## config.mk

```make
export PLATFORM = sky130hd
export DESIGN_NAME = decode_control_unit
export DESIGN_NICKNAME = d
export VERILOG_FILES = /design/src/rtl/decode_control_unit.sv
export SDC_FILE = /design/constraint.sdc
export NUM_CORES = 1
export LEC_CHECK = 0
export ABC_CLOCK_PERIOD_IN_PS = 2200
export CAP_MARGIN = 15
export CELL_PAD_IN_SITES_DETAIL_PLACEMENT = 0
export CELL_PAD_IN_SITES_GLOBAL_PLACEMENT = 1
export CORE_MARGIN = 8
export CORE_UTILIZATION = 30
export CTS_CLUSTER_DIAMETER = 120
export DETAILED_ROUTE_END_ITERATION = 10
export HOLD_SLACK_MARGIN = 0.1
export PLACE_DENSITY = 0.89
export SLEW_MARGIN = 15
export SYNTH_ARGS = -nofsm -noshare
export SYNTH_HDL_FRONTEND = slang
export SYNTH_SLANG_ARGS = --single-unit
```

## constraint.sdc

```tcl
create_clock -name clk -period 2.2 [get_ports clk]
set_clock_uncertainty 0.05 [all_clocks]
set_input_delay 0.44 -clock clk [delete_from_list [all_inputs] [get_ports clk]]
set_output_delay 0.44 -clock clk [all_outputs]
set_load 0.03 [all_outputs]
```

## src/rtl/decode_control_unit.sv

```systemverilog
// Decode-stage control for the 5-stage pipeline: instruction buffer, field split,
// control/PC-flag/ALU-op generation and register-number selection.

module MUX #(
    parameter int unsigned WIDTH  = 32,
    parameter int unsigned INPUTS = 2,
    localparam int unsigned SelW  = (INPUTS > 1) ? $clog2(INPUTS) : 1
) (
    input  logic [INPUTS*WIDTH-1:0] inputs,
    input  logic [SelW-1:0]         sel,
    output logic [WIDTH-1:0]        result
);

    // Input 0 occupies the least-significant slice; out-of-range selects give zero.
    always_comb begin
        result = '0;
        for (int i = 0; i < INPUTS; i++) begin
            if (sel == SelW'(i)) begin
                result = inputs[i*WIDTH +: WIDTH];
            end
        end
    end

endmodule

module decode_control_unit (
    input  logic        clk,
    input  logic        clear,
    input  logic [31:0] instruction,
    input  logic        stall,
    input  logic        turn_off,
    input  logic        add_rd,
    output logic [5:0]  op_code,
    output logic [3:0]  rd,
    output logic [3:0]  rs,
    output logic [3:0]  rt,
    output logic [13:0] imm,
    output logic [7:0]  cu_flags,
    output logic        call,
    output logic        jump_f,
    output logic        jr_f,
    output logic        bz,
    output logic        gz,
    output logic        lz,
    output logic [1:0]  alu_op,
    output logic [3:0]  rb,
    output logic [3:0]  rd_buf
);

    localparam logic [5:0] OpOr   = 6'd0;
    localparam logic [5:0] OpAdd  = 6'd1;
    localparam logic [5:0] OpSub  = 6'd2;
    localparam logic [5:0] OpCmp  = 6'd3;
    localparam logic [5:0] OpOri  = 6'd4;
    localparam logic [5:0] OpAddi = 6'd5;
    localparam logic [5:0] OpLw   = 6'd6;
    localparam logic [5:0] OpLdw  = 6'd7;
    localparam logic [5:0] OpSw   = 6'd8;
    localparam logic [5:0] OpSdw  = 6'd9;
    localparam logic [5:0] OpBz   = 6'd10;
    localparam logic [5:0] OpBgz  = 6'd11;
    localparam logic [5:0] OpBlz  = 6'd12;
    localparam logic [5:0] OpJr   = 6'd13;
    localparam logic [5:0] OpJ    = 6'd14;
    localparam logic [5:0] OpCll  = 6'd15;

    localparam logic [1:0] AluOr  = 2'b00;
    localparam logic [1:0] AluAdd = 2'b01;
    localparam logic [1:0] AluSub = 2'b10;
    localparam logic [1:0] AluCmp = 2'b11;

    localparam logic [3:0] LinkReg = 4'hE;

    logic [31:0] buffer_q;
    logic        valid_q;
    logic        bubble;

    logic [7:0]  flags_raw;
    logic [1:0]  alu_raw;
    logic [5:0]  pc_raw;   // {call, jump_f, jr_f, bz, gz, lz}

    logic [3:0]  rd_plus1;
    logic [3:0]  rd_value;

    always_ff @(posedge clk or posedge clear) begin
        if (clear) begin
            buffer_q <= '0;
            valid_q  <= 1'b0;
        end else if (!(stall || turn_off)) begin
            buffer_q <= instruction;
            valid_q  <= 1'b1;
        end
    end

    assign op_code = buffer_q[31:26];
    assign rd      = buffer_q[25:22];
    assign rs      = buffer_q[21:18];
    assign rt      = buffer_q[17:14];
    assign imm     = buffer_q[13:0];

    always_comb begin
        flags_raw = 8'h00;
        alu_raw   = AluOr;
        pc_raw    = 6'b000000;
        case (op_code)
            OpOr:   begin flags_raw = 8'h01; alu_raw = AluOr;  end
            OpAdd:  begin flags_raw = 8'h01; alu_raw = AluAdd; end
            OpSub:  begin flags_raw = 8'h01; alu_raw = AluSub; end
            OpCmp:  begin flags_raw = 8'h01; alu_raw = AluCmp; end
            OpOri:  begin flags_raw = 8'h81; alu_raw = AluOr;  end
            OpAddi: begin flags_raw = 8'h91; alu_raw = AluAdd; end
            OpLw:   begin flags_raw = 8'h9B; alu_raw = AluAdd; end
            OpLdw:  begin flags_raw = 8'hBB; alu_raw = AluAdd; end
            OpSw:   begin flags_raw = 8'hD4; alu_raw = AluAdd; end
            OpSdw:  begin flags_raw = 8'hF4; alu_raw = AluAdd; end
            OpBz:   begin pc_raw = 6'b000100; alu_raw = AluAdd; end
            OpBgz:  begin pc_raw = 6'b000010; alu_raw = AluAdd; end
            OpBlz:  begin pc_raw = 6'b000001; alu_raw = AluAdd; end
            OpJr:   begin pc_raw = 6'b001000; alu_raw = AluAdd; end
            OpJ:    begin pc_raw = 6'b010000; alu_raw = AluAdd; end
            OpCll:  begin flags_raw = 8'h01; pc_raw = 6'b100000; alu_raw = AluAdd; end
            default: ;
        endcase
    end

    // Stall/kill mask the controls combinationally; the buffer itself is untouched.
    assign bubble   = stall | turn_off | ~valid_q;
    assign cu_flags = bubble ? 8'h00 : flags_raw;
    assign alu_op   = bubble ? AluOr : alu_raw;
    assign {call, jump_f, jr_f, bz, gz, lz} = bubble ? 6'b000000 : pc_raw;

    assign rd_plus1 = rd + 4'd1;

    MUX #(
        .WIDTH  (4),
        .INPUTS (2)
    ) u_rd_mux (
        .inputs ({rd_plus1, rd}),
        .sel    (add_rd),
        .result (rd_value)
    );

    MUX #(
        .WIDTH  (4),
        .INPUTS (2)
    ) u_rb_mux (
        .inputs ({rd_value, rt}),
        .sel    (cu_flags[6]),
        .result (rb)
    );

    MUX #(
        .WIDTH  (4),
        .INPUTS (2)
    ) u_rd_buf_mux (
        .inputs ({LinkReg, rd_value}),
        .sel    (call),
        .result (rd_buf)
    );

endmodule

```

==> run_results.csv, run 1 <==
group,metric,value,unit
status,run_status,"finished clean",
logic_synthesis,synth-edff-count,0,
grt,globalRoute.totalOverflow,0,
sta,shortest_period_the_worst_path_allows,2.18,ns
sta,hold_viol,0,
worst_setup_path,timing.critical_path.to_type,"primary output",
clock_network,tritoncts_num_sinks,33,
sta,slew_violations,0,
logic_synthesis,yosysTopAreaCell,"dfrtp_1",
logic_synthesis,flip_flop_cell_with_the_highest_count_after_synthesis,"dfrtp_1",
power_and_ir_drop,powerDensity,725,nW/µm²
grt,via_count_of_the_first_global_routing_pass,1463,
worst_setup_path,arrival,1.69,ns
sta,max_slew_margin,76.8,%
drt,firstDrtPassIters,4,
final_layout,final_cell_count_no_fill,314,
final_layout,layout-drive-gt1-share,42.2,%
die,start_util,31.4,%
worst_setup_path,critical_register_to_register_path_endpoint,"buffer_q[28]",
drt,route.vias.total,1386,
final_layout,nNetsFinal,281,
clock_network,cts_hold_buffers,0,
final_layout,area_delta_synth_final,75.3,%
clock_network,cts_inserted_buffers,5,
drt,wl_per_cell,15.0,µm
logic_synthesis,synth_top_cells_by_count,"dfrtp_1, mux2_2, nand2_1",
drt,detail_route.vias_per_cell,4.41,
logic_synthesis,postSynthCellCount,130,
power_and_ir_drop,max-vdd-ir-drop,387,µV
logic_synthesis,post_synth_main_area_contributors,"dfrtp_1, mux2_2, nor3b_4",
clock_network,worstSkewPairLatency,0.28,ns
worst_hold_path,hp-class,"in -> async",
worst_setup_path,worstSetupStartpointType,"primary input",
drt,routed_wl,4710,µm
die,design.die.area,7990,µm²
worst_setup_path,worst-endpoint-required,1.71,ns
logic_synthesis,synth.most_common_cell,"dfrtp_1",
clock_network,clock_pin_slew_worst_setup_and_hold_paths,0.07,ns
logic_synthesis,postSynthRegisterBits,33,
placed_design,pre_cts_worst_setup_slack,-0.436,ns
sta,rsz0062_at_grt,"yes",
sta,timing.final.setup_violations,0,
die,ios,93,
clock_network,cts_buffer_depth,2,
placed_design,postPlaceCellArea,2660,µm²
grt,pin_count_of_the_biggest_net_entering_global_routing,21,
die,floorplan.die.width,89.4,µm
logic_synthesis,cell_area_after_technology_mapping,1620,µm²
clock_network,clock-root-buffer,"clkbuf_8",
drt,total_drc_errors_in_the_routed_layout,0,
final_layout,num_antenna_cells,0,
grt,groute.usage.overall,12.5,%
logic_synthesis,synth_top_area_share,51.1,%
placed_design,gp_congestion,0.704,
logic_synthesis,number_of_unique_standard_cell_types_used_by_synthesis,32,
logic_synthesis,ys_seq_area_share,51.1,%
worst_setup_path,r2r_slack,1.10,ns
sta,maxClockFrequency,458,MHz
worst_setup_path,regToRegStartpoint,"buffer_q[28]",
logic_synthesis,avgSynthCellArea,12.4,µm²
placed_design,buffer_ports.inserted,92,
logic_synthesis,synthArstFlopShare,100,%
sta,transition_time_of_the_tightest_slew_check_pin,0.348,ns
die,core,5140,µm²
power_and_ir_drop,power.static_leakage,1.22,nW
logic_synthesis,ys.warnings.count,0,
clock_network,clock_tree_from_tritoncts,"done",
drt,drt_iter0_drc,44,
worst_setup_path,critical_path.max_fanout,2,
grt,grt_antenna_before_repair,0,
sta,period_share,99.2,%
placed_design,dpl.cell_count,301,
sta,fin_ws,0.0169,ns
drt,final_antenna_net_count,0,
logic_synthesis,syn_nets,168,
flow_run,drv_cap,0,
die,std_cell_rows,26,
final_layout,final_design_area_no_fill,2830,µm²
grt,grt_pass1_wl,7510,µm
worst_setup_path,worstRegToRegCells,3,
final_layout,utilization,55.1,%
worst_setup_path,worstSetupStartpoint,"add_rd",
placed_design,place.detailed.hpwl,3810,µm
worst_setup_path,critPathKind,"in -> out",
clock_network,htree_levels,2,
die,die_height,89.4,µm
## metal layers
metal	track usage, %	part of all wire (%)	routed length, µm	vias to the layer above
met4	4.08	0.53	25	0
li1	-	-	-	670
met2	20.9	52	2460	46
met3	6.07	10	469	2
met5	0	0	0	-
met1	13.4	37	1760	668
## sequential cells by signal, indices dropped and copies added, names as in the netlist
name and cells:
valid_q 1, buffer_q 32
## layout make-up
| type | count | area (µm²) |
|---|---|---|
| clock inverter | 3 | 22.5 |
| inverter | 6 | 22.5 |
| clock buffer | 5 | 68.8 |
| fill | 477 | 2310 |
| tap | 70 | 87.6 |
| timing repair buffer | 117 | 1070 |
| sequential | 33 | 826 |
| multi-input combinational | 80 | 737 |
## logic make-up (layout without fill, tap and decap cells)
kind of cell    Yosys count  after routing  share of synthesized area, %
compound gates            9              9                          2.94
simple gates             33             33                          13.9
mux                      34             34                          23.5
buf+inv                  17            131                          6.20
xor+xnor                  3              3                          1.63
flops                    33             33                          51.1
fa+ha+maj                 1              1                         0.774
## repair_timing
action	in CTS	in global routing
gates cloned	0	0
resized for setup	20	11
pin swaps	2	2
buffers inserted	5	0
setup endpoints to repair	16	15
## critical path, cell delays in order
cell and delay (ns):
clkdlybuf4s50_1 0.49, nand4_1 0.13, xnor2_1 0.16, mux2_1 0.29, clkbuf_4 0.19
## power breakdown
part / switching (W) / internal (W) / leakage, nW
logic: 0.000453 / 0.000402 / 0.799
clock network: 0.000230 / 0.000222 / 0.0364
registers: 0.0000542 / 0.000693 / 0.386
total: 0.000737 / 0.00132 / 1.22
## through the flow
stage                     setup TNS (ns)  total power, W  hold slack, ns
after CTS                              0         0.00208           0.415
after detailed placement           -3.21         0.00161           0.411
after global routing              -0.153         0.00217           0.439
after global placement             -3.10         0.00160           0.406
after floorplan                  -0.0960         0.00121           0.391
final                                  0         0.00205           0.419
## layout by cell type, fill, tap and decap left out, types with 3 or more instances in the layout
cell             Yosys  final
clkdlybuf4s50_1      0     66
buf_4                4     41
dfrtp_1             33     33
mux2_2              29     29
nand2_1              9      9
inv_1                6      6
clkbuf_8             0      5
o21ai_0              4      4
mux2i_1              3      3
clkinvlp_4           0      3
buf_6                2      3
## worst max-delay path by stage
| stage | cells after the start | end | slack, ns |
|---|---|---|---|
| after floorplan | 3 | alu_op[1] | -0.05 |
| after global placement | 5 | rb[3] | -0.39 |
| after detailed placement | 5 | rb[3] | -0.44 |
| after CTS | 5 | cu_flags[7] | 0.004 |
| after global routing | 6 | bz | -0.03 |
| final | 5 | rb[3] | 0.02 |
No activity file was read; power rests on OpenSTA's default activity.
==> run 2: changes to the inputs <==
--- a/config.mk
+++ b/config.mk
@@ -6,4 +6,5 @@
 export NUM_CORES = 1
 export LEC_CHECK = 0
+export ABC_AREA = 1
 export ABC_CLOCK_PERIOD_IN_PS = 2200
 export CAP_MARGIN = 15
@@ -11,9 +12,9 @@
 export CELL_PAD_IN_SITES_GLOBAL_PLACEMENT = 1
 export CORE_MARGIN = 8
-export CORE_UTILIZATION = 30
+export CORE_UTILIZATION = 28
 export CTS_CLUSTER_DIAMETER = 120
 export DETAILED_ROUTE_END_ITERATION = 10
 export HOLD_SLACK_MARGIN = 0.1
-export PLACE_DENSITY = 0.89
+export PLACE_DENSITY_LB_ADDON = 0.2
 export SLEW_MARGIN = 15
 export SYNTH_ARGS = -nofsm -noshare
==> constraint.sdc (replaced) <==
create_clock -name clk -period 2.2 [get_ports clk]
set_clock_uncertainty 0.05 [all_clocks]
set_input_delay 0.66 -clock clk [delete_from_list [all_inputs] [get_ports clk]]
set_output_delay 0.66 -clock clk [all_outputs]
set_load 0.03 [all_outputs]
==> run 2 against run 1 <==
The flow now finishes with violations (setup timing). Final area up 16%. Total power up 5.1%. Cell count up 32%. Synthesized cell count up 67%. Setup slack worse by 0.19 ns. Register-to-register slack worse by 0.07 ns. Via count up 28%. Sequential cell count unchanged. Sequential power down 1%. Critical path type unchanged. Largest power group unchanged. Highest routed layer unchanged.
==> run_results.csv, run 2 <==
group,metric,value,unit
logic_synthesis,postSynthCellCount,217,
clock_network,clock_pin_slew_worst_setup_and_hold_paths,0.07,ns
drt,route.vias.total,1769,
flow_run,drv_cap,0,
logic_synthesis,number_of_unique_standard_cell_types_used_by_synthesis,21,
worst_setup_path,crit_slowest_cell,"nor2_4",
clock_network,clock-root-buffer,"clkbuf_8",
worst_setup_path,critical_path.max_fanout,3,
worst_setup_path,regToRegStartpoint,"buffer_q[27]",
final_layout,nNetsFinal,378,
worst_hold_path,hold_path_startpoint,"buffer_q[6]",
worst_setup_path,timing.critical_path.to_type,"primary output",
power_and_ir_drop,fin_total_pwr,0.00216,W
logic_synthesis,yosysTopAreaCell,"dfrtp_1",
die,start_util,28.4,%
worst_setup_path,worstRegToRegCells,5,
die,std_cell_rows,28,
die,ios,93,
worst_setup_path,critical-path-max-stage-delay,0.14,ns
logic_synthesis,synthArstFlopShare,100,%
final_layout,layout-drive-gt1-share,34.0,%
sta,period_share,108,%
sta,worst_hold_slack,0.422,ns
worst_setup_path,arrival,1.66,ns
logic_synthesis,avgSynthCellArea,7.55,µm²
clock_network,cts_buffer_depth,2,
clock_network,cts_inserted_buffers,5,
sta,maxClockFrequency,421,MHz
power_and_ir_drop,power.static_leakage,1.58,nW
logic_synthesis,ys_seq_area_share,50.4,%
grt,via_count_of_the_first_global_routing_pass,1750,
worst_hold_path,hold_end,"buffer_q[6]",
logic_synthesis,synth_top_cells_by_count,"nand2_1, dfrtp_1, nor2_1",
logic_synthesis,ys.warnings.count,0,
final_layout,final_cell_count_no_fill,416,
sta,rsz0062_at_grt,"yes",
worst_hold_path,min_path_cells,2,
clock_network,worstSkewPairLatency,0.27,ns
worst_setup_path,critPathKind,"in -> out",
die,design.die.area,8560,µm²
logic_synthesis,post_synth_main_area_contributors,"dfrtp_1, nand2_1, nor2_1",
die,die_height,92.5,µm
worst_setup_path,r2r_slack,1.03,ns
die,floorplan.die.width,92.5,µm
final_layout,final_common_cell,"nand2_1",
logic_synthesis,postSynthRegisterBits,33,
drt,routed_wl,5410,µm
final_layout,biggestRegsByFlops,"buffer_q (32), valid_q (1)",
sta,slew_violations,0,
logic_synthesis,synth_top_area_share,50.4,%
power_and_ir_drop,max-vdd-ir-drop,394,µV
logic_synthesis,flip_flop_cell_with_the_highest_count_after_synthesis,"dfrtp_1",
power_and_ir_drop,powerDensity,659,nW/µm²
grt,grt_pass1_wl,8890,µm
sta,hold_viol,0,
placed_design,dpl.cell_count,393,
final_layout,area_delta_synth_final,99.7,%
sta,transition_time_of_the_tightest_slew_check_pin,0.431,ns
status,run_status,"finished, violations left",
status,failed_checks,"setup timing",
final_layout,largest_register_ff_count,32,
clock_network,tritoncts_num_sinks,33,
drt,wl_per_cell,13.0,µm
clock_network,htree_levels,2,
grt,pin_count_of_the_biggest_net_entering_global_routing,42,
placed_design,postPlaceCellArea,2750,µm²
sta,fin_ws,-0.174,ns
worst_setup_path,critical_register_to_register_path_endpoint,"buffer_q[27]",
drt,final_antenna_net_count,0,
final_layout,largest_register,"buffer_q",
final_layout,mostFrequentLayoutCells,"nand2_1, clkdlybuf4s50_1, dfrtp_1",
worst_setup_path,worst-endpoint-required,1.49,ns
logic_synthesis,synth-edff-count,0,
logic_synthesis,synth.most_common_cell,"nand2_1",
placed_design,place.detailed.hpwl,3950,µm
worst_hold_path,hp-class,"reg -> reg",
placed_design,gp_congestion,0.777,
grt,groute.usage.overall,12.8,%
grt,grt_antenna_before_repair,0,
final_layout,final_design_area_no_fill,3270,µm²
die,core,5780,µm²
logic_synthesis,syn_nets,255,
drt,firstDrtPassIters,4,
grt,globalRoute.totalOverflow,0,
drt,drt_iter0_drc,66,
clock_network,clock_tree_from_tritoncts,"done",
placed_design,buffer_ports.inserted,92,
worst_setup_path,worstSetupStartpointType,"primary input",
drt,detail_route.vias_per_cell,4.25,
sta,timing.final.setup_violations,22,
worst_setup_path,ordered_cell_list_for_the_critical_path,"buf_6 -> nor2_4 -> nand2_4 -> buf_4 -> buf_6 -> nor2_4 -> buf_6 -> inv_4 -> nand2_2 -> buf_6",
final_layout,num_antenna_cells,0,
worst_setup_path,crit_path_frequent_cell,"buf_6",
sta,shortest_period_the_worst_path_allows,2.37,ns
drt,total_drc_errors_in_the_routed_layout,0,
logic_synthesis,cell_area_after_technology_mapping,1640,µm²
sta,max_slew_margin,71.3,%
==> run 2: cell count changes in the layout (fill, tap and decap cells not counted), moves of 6 or more <==
cell,delta
mux2_2,-29
nor2_1,+6
nand2_1,+81
clkdlybuf4s50_1,-6
buf_4,-11
nor2_4,+12
buf_6,+22
==> run 2: area by class of cell <==
class,count,area [µm²]
clock buffers,7,96.3
clock inverters,1,5.00
fillers,568,2510
inverters,18,78.8
multi-input cells,158,942
flip-flops and latches,33,826
well taps,75,93.8
repair buffers,124,1230
==> run 2: how the worst max path moves through the flow <==
stage,startpoint,to,slack [ns],cells after the start
after floorplan,turn_off,jump_f,-0.14,3
after global placement,turn_off,rd_buf[0],-0.63,6
after detailed placement,stall,rd_buf[0],-0.63,6
after CTS,stall,rb[2],-0.16,8
after global routing,stall,rb[0],-0.24,8
final,stall,rd_buf[1],-0.17,10
==> run 2: layer usage <==
layer,up-vias,GRT usage [%],routed length [µm]
met2,57,20.0,2540
met5,-,0,0
li1,913,-,-
met1,797,15.9,2380
met4,0,3.22,25
met3,2,5.18,462
==> run 2: metrics by stage <==
stage	setup slack [ns]	setup TNS, ns	utilization, %
after floorplan	-0.137	-0.692	-
after global placement	-0.634	-11.53	47.5
after detailed placement	-0.632	-11.54	47.5
after CTS	-0.164	-1.85	54.7
after global routing	-0.240	-3.75	56.6
final	-0.174	-2.42	56.6
==> run 2: timing repair <==
item	in CTS	in global routing
pin swaps	17	9
resized for setup	79	28
setup endpoints to repair	25	27
setup buffers	9	6
gates cloned	1	0
endpoints found under the hold margin	0	0
hold buffers	0	0
==> run 2: kinds of logic (layout without fill, tap and decap cells) <==
logic type	count (synthesis)	in the layout	synth area share, %
xor gates and xnor gates	3	3	1.60
adders and majority gates	1	1	0.763
buffers and inverters	27	150	6.87
DFF	33	33	50.4
AOI/OAI and AO/OA	17	17	5.19
and+or+nand+nor	136	137	35.2
==> run 2: where the power goes <==
part	total (W)	internal, W	switching, W
clock network	0.000503	0.000283	0.000220
registers	0.000739	0.000681	0.0000585
logic	0.000916	0.000411	0.000505
total	0.00216	0.00137	0.000783
==> run 2: worst max-delay path, delay by kind of cell <==
| family | cells | cell delay [ns] |
|---|---|---|
| simple gates | 4 | 0.38 |
| buf+inv | 6 | 0.62 |
